$ cat src/rtl/instruction_fetch_stage.sv
// IF stage of the RV32I pipeline: word PC generation, instruction-memory handshake and the IF/ID register.
// A RUN/DRAIN FSM lets an uncancellable in-flight access finish before the redirect target is requested.
module instruction_fetch_stage #(
    parameter logic [31:0] RESET_PC = 32'h0000_0000
) (
    input  logic        clk_i,
    input  logic        rst_i,
    output logic        imem_read_o,
    output logic [31:2] imem_addr_o,
    input  logic [31:0] imem_rdata_i,
    input  logic        imem_busywait_i,
    input  logic        busywait_i,
    input  logic        hazard_i,
    input  logic        flush_i,
    input  logic [31:2] target_pc_i,
    output logic [31:2] instr_if_id_o,
    output logic [31:2] pc_if_id_o
);
    typedef enum logic {
        RUN   = 1'b0,
        DRAIN = 1'b1
    } state_t;

    localparam logic [31:2] NOP_INSTR = 30'h0000_0004;

    state_t      state_q, state_d;
    logic [31:2] pc_q, pc_d;
    logic [31:2] drain_addr_q, drain_addr_d;
    logic [31:2] instr_q, instr_d;
    logic [31:2] pc_if_id_q, pc_if_id_d;
    logic        complete;

    // The two low instruction bits are always 2'b11 for RV32I and carry no information.
    logic unused_rdata_bits;
    assign unused_rdata_bits = ^imem_rdata_i[1:0];

    assign imem_read_o   = !rst_i;
    assign imem_addr_o   = (state_q == DRAIN) ? drain_addr_q : pc_q;
    assign complete      = imem_read_o && !imem_busywait_i;
    assign instr_if_id_o = instr_q;
    assign pc_if_id_o    = pc_if_id_q;

    always_comb begin
        state_d      = state_q;
        pc_d         = pc_q;
        drain_addr_d = drain_addr_q;
        instr_d      = instr_q;
        pc_if_id_d   = pc_if_id_q;

        if (busywait_i) begin
            // Whole pipeline frozen; a pending flush will be presented again.
        end else if (flush_i) begin
            pc_d    = target_pc_i;
            instr_d = NOP_INSTR;
            if (state_q == RUN && !complete) begin
                drain_addr_d = pc_q;
                state_d      = DRAIN;
            end else if (state_q == DRAIN && !complete) begin
                state_d = DRAIN;
            end else begin
                state_d = RUN;
            end
        end else if (hazard_i) begin
            // Completed data is dropped; the same address is re-requested next cycle.
            if (state_q == DRAIN && complete) begin
                state_d = RUN;
            end
        end else if (state_q == RUN) begin
            if (complete) begin
                instr_d    = imem_rdata_i[31:2];
                pc_if_id_d = pc_q;
                pc_d       = pc_q + 30'd1;
            end else begin
                instr_d = NOP_INSTR;
            end
        end else begin
            instr_d = NOP_INSTR;
            if (complete) begin
                state_d = RUN;
            end
        end
    end

    always_ff @(posedge clk_i) begin
        if (rst_i) begin
            state_q      <= RUN;
            pc_q         <= RESET_PC[31:2];
            drain_addr_q <= RESET_PC[31:2];
            instr_q      <= NOP_INSTR;
            pc_if_id_q   <= '0;
        end else begin
            state_q      <= state_d;
            pc_q         <= pc_d;
            drain_addr_q <= drain_addr_d;
            instr_q      <= instr_d;
            pc_if_id_q   <= pc_if_id_d;
        end
    end
endmodule
$ cat config.mk
export PLATFORM = sky130hd
export DESIGN_NAME = instruction_fetch_stage
export DESIGN_NICKNAME = d
export VERILOG_FILES = /design/src/rtl/instruction_fetch_stage.sv
export SDC_FILE = /design/constraint.sdc
export NUM_CORES = 1
export LEC_CHECK = 0
export BUFFER_PORTS_ARGS = -buffer_cell sky130_fd_sc_hd__buf_2
export CAP_MARGIN = 20
export CORE_ASPECT_RATIO = 0.9
export CORE_MARGIN = 5
export CORE_UTILIZATION = 52
export CTS_CLUSTER_SIZE = 25
export DETAILED_ROUTE_END_ITERATION = 8
export HOLD_SLACK_MARGIN = 0.03
export PLACE_DENSITY = 0.85
export SLEW_MARGIN = 20
export SYNTH_ARGS = -nofsm -noshare
export SYNTH_HDL_FRONTEND = slang
export SYNTH_SLANG_ARGS = --single-unit
$ cat constraint.sdc
create_clock -name clk_i -period 2.2 [get_ports clk_i]
set_clock_uncertainty 0.05 [all_clocks]
set_input_delay 0.33 -clock clk_i [delete_from_list [all_inputs] [get_ports clk_i]]
set_output_delay 0.33 -clock clk_i [all_outputs]
set_load 0.01 [all_outputs]
After elaboration in Yosys (flattened, before gate mapping). Index checks and enable logic that the tools add are counted.

Flip-flop bits (word level): 121. Input port bits: 68. Output and inout port bits: 91. Logic and storage cells: 42.

$add $sub $neg: 1. Equal/unequal tests: 3. Mux-type cells: 16. Bitwise logic cells: 4. Reductions and logical operators: 13.

Operator list (count): $mux W30 (9); $add A30 B1 Y30 const B (1); $mux W1 (7); $reduce_and A5 Y1 (1); $logic_and A1 B1 Y1 (4); $not A1 Y1 (4); $reduce_and A2 Y1 (2); $reduce_and A4 Y1 (1); $logic_not A1 Y1 (3); $ne A3 B1 Y1 const B (1); $reduce_and A3 Y1 (1); $ne A2 B1 Y1 const B (1); $ne A2 B2 Y1 const B (1); $reduce_bool A2 Y1 (1).

Longest topological paths before layout.
Depth in word-level cells: 7. Depth in mapped cells: 7. Depth with buffers taken out: 6.

Worst setup path before layout. Ideal clock, no wire load.

Kind: register to register. Start point: register pc_q[2] (netlist bit). End point: register pc_q[20] (netlist bit). Library setup time: 0.127 ns. Arrival: 1.798 ns. Required time: 2.023 ns. Path slack: 0.225 ns. Cell stages (with the launch flop): 7. Buffers on the path: 1. Clock period less this slack: 1.975 ns. Cell sequence: dfxtp_1 -> ha_1 -> nand4_1 -> or4_1 -> buf_2 -> o311ai_1 -> o21ai_1.

Word-level cells in the longest chain between the ends: 5.

Ends and longest elaborated chain: from (decl) (RTL line 27) `logic [31:2] pc_q, pc_d;`; from (signal assigned) (RTL line 87) `pc_q <= RESET_PC[31:2];`; from (signal assigned) (RTL line 93) `pc_q <= pc_d;`; $add A30 B1 Y30 (RTL line 72) `pc_d = pc_q + 30'd1;`; $mux W30 (RTL line 69) `if (complete) begin`; $mux W30 (RTL line 68) `end else if (state_q == RUN) begin`; $mux W30 (RTL line 63) `end else if (hazard_i) begin`; $mux W30 (RTL line 52) `end else if (flush_i) begin`.

Every way passes these cells. The select of a mux whose other input is x is not followed. A chain may end at the register's enable or synchronous reset.

Final worst setup path.
Start point: register pc_q[12] (netlist bit). End point: register pc_q[25] (netlist bit).

The elaborated chain is that of the path after synthesis.

==> impl_metrics.toml <==
[worst_setup_path]
worstPathRequired_ns = 2.44
critPathMaxStageDelay_ns = 0.60
critPathLaunchType = "flop"
arrival_ns = 2.31
worstRegToRegCells = 5
crit_chain = "nand4_2 -> or4_1 -> nor4_2 -> mux2i_1 -> nand2_1"
timing.rr.end = "pc_q[25]$_SDFFE_PP0P_"
cp-end-kind = "flop"
crit_slowest_cell = "or4_1"
r2r_start = "pc_q[12]$_SDFFE_PP0P_"
worstSetupPathType = "flop to flop"
timing.reg2reg.setup_slack_ns = 0.14
startpoint = "pc_q[12]$_SDFFE_PP0P_"
crit_fanout = 6

[power_and_ir_drop]
ir_drop_v = 0.000513
finalPower_uw = 5820
p_per_area_nw_per_um2 = 810
total_leakage_power_uw = 0.00296

[logic_synthesis]
ys_seq_elements = 121
yosys_warnings = 0
synth_cell_type_count = 52
synth_nets = 760
synth_area_leaders = "dfxtp_1, nand2_1, a21oi_1"
netlist_area_um2 = 5540
ys_seq_area_share_pct = 43.7
synth_top_area_cell = "dfxtp_1"
netlist.area_leader.share_pct = 43.7
synth_edf_count = 0
synth_cells = 691
yosys_most_used_dff = "dfxtp_1"
synthArstFlopShare_pct = 0
syn_avg_cell_area_um2 = 8.02

[clock_tree]
post_cts_buffers = 0
cts.sinks = 121
clockRootBuffer = "clkbuf_16"
cts_tree = "yes"
cts.clk_slew.worst_paths_ns = 0.06
cts_made_buffers = 17
htree_levels = 4
insertion_delay_ns = 0.42
cts_buffer_depth = 2

[global_routing]
grt_max_degree = 59
grt_pass1_wl_um = 28100
antenna_found_initial = 2
grt_use_total_pct = 27.0
grt_pass1_vias = 5677
overflow = 0

[die]
die_w_um = 119
die_h_um = 108
start_util_pct = 53.6
ios = 159
core_um2 = 10300
die_area_um2 = 12800
num_rows = 35

[sta]
grt_setup_unrepaired = "no"
worst_pin_slew_ns = 0.604
period_share_pct = 93.8
tns_ns = 0
fin_crit_ns = 2.06
max_slew_margin_pct = 59.7
setup_viol = 0
fmax_mhz = 485
hold_viol = 0
slew_viol_final = 0

[layout]
final_cell_mix = "nand2_1, buf_2, dfxtp_1"
regArea_um2 = 2420
multi_input_area_um2 = 2820
finalNetCount = 912
syn2layout_area_growth_pct = 29.6
layout-drive-gt1-share_pct = 31.8
fill_cells = 814

[drt]
drt-initial-drc-count = 593
vias = 5815
routed_wl_um = 17400
post-route-drc-count = 0
postRouteAntennaNets = 0
drt_pass1_iterations = 5
vias_per_cell = 5.89
avgRoutedWirePerCell_um = 17.6

[place]
dp_hpwl_um = 11800
numPortBuffers = 156
gp_congestion = 0.900

[status]
run_status = "completed"

[worst_hold_path]
min_path_type = "input port to flop"
holdPathStages = 3
whs_endpoint = "instr_if_id_o[20]$_SDFFE_PP0P_"
min_from = "imem_rdata_i[20]"

[job]
cap_violations = 0
[flip-flops by register name, indices dropped and copies added (netlist names)]
name	count
drain_addr_q	30
pc_if_id_o	30
instr_if_id_o	30
state_q	1
pc_q	30
[worst max-delay path, delay by kind of cell, from the launching register on]
kind,cells,cell delay (ns)
AND/OR/NAND/NOR,4,1.22
multiplexers,1,0.23
flip-flops,1,0.44
[Yosys cell counts (2+ instances only)]
master,instances
nor3_1,9
buf_1,4
nand4_1,11
and4_1,2
o221ai_1,2
o32ai_1,2
nor4_1,5
o311ai_0,2
o21ai_1,3
a32o_1,4
buf_6,7
a31oi_1,7
dfxtp_1,121
nor2b_1,2
o41ai_1,2
nand2_1,155
clkbuf_1,41
o21ai_0,22
buf_2,10
inv_1,8
nor2_1,57
a22o_1,3
nand4_2,2
o22ai_1,2
o211ai_1,5
nand3_1,16
mux2i_1,4
a21o_1,3
a22oi_1,34
or3_1,3
mux2_2,25
a21oi_1,77
or4_1,2
a211oi_1,9
and3_1,5
a31o_1,2
nor4_2,5
a311oi_1,2
and2_1,3
[power by group]
| group | switching [µW] | internal, µW | total (µW) |
|---|---|---|---|
| logic | 304 | 203 | 507 |
| registers | 62.0 | 2240 | 2300 |
| clock network | 1040 | 1960 | 3000 |
[through the flow]
step / util [%] / setup WS [ns] / std cells / hold WS (ns) / area [µm²]
after floorplan: - / 0.225 / 691 / 0.383 / 5540
after global placement: 62.9 / 0.132 / 953 / 0.388 / 6500
after detailed placement: 62.9 / 0.0546 / 953 / 0.394 / 6500
after CTS: 69.2 / 0.0819 / 985 / 0.106 / 7150
after global routing: 69.4 / 0.00111 / 986 / 0.103 / 7180
final: 69.5 / 0.137 / 987 / 0.116 / 7180
[logic make-up (layout without fill, tap and decap cells)]
logic type	count (synthesis)	in the layout	share of synthesized area, %
buffers and inverters	71	236	6.01
other	0	2	0
adder cells (fa/ha/maj)	1	1	0.226
multiplexers	29	29	5.81
flip-flops	121	121	43.7
AND/OR/NAND/NOR	284	284	23.3
AO/OA/AOI/OAI	185	185	20.9
[routing by layer]
layer | vias up | part of all wire (%) | track usage, %
met2 | 321 | 46 | 43.9
met5 | - | 0.075 | 0
li1 | 2753 | - | -
met4 | 2 | 2.7 | 9.26
met1 | 2699 | 41 | 33.6
met3 | 40 | 10 | 9.41
[how the worst max path moves through the flow]
stage / to / slack [ns] / depth (start not counted)
CTS: pc_q[20]$_SDFFE_PP0P_ / 0.08 / 5
finish: pc_q[25]$_SDFFE_PP0P_ / 0.14 / 5
floorplan: pc_q[20]$_SDFFE_PP0P_ / 0.22 / 6
global route: pc_q[25]$_SDFFE_PP0P_ / 0.001 / 5
detailed placement: pc_q[28]$_SDFFE_PP0P_ / 0.05 / 6
global placement: pc_q[28]$_SDFFE_PP0P_ / 0.13 / 6
[layout make-up]
class,count,area share (%)
Clock buffer,19,6.31
Inverter,8,0.418
Multi-Input combinational cell,499,39.2
Antenna cell,2,0.0697
Clock inverter,13,2.68
Sequential cell,121,33.8
Tap cell,129,2.25
Timing Repair Buffer,196,15.3
[repair_timing]
action / CTS / global route
gates resized for setup: 0 / 5
hold buffers: 0 / 0
setup endpoints to repair: 0 / 4
Note: power is estimated with default switching activity, not from simulation.
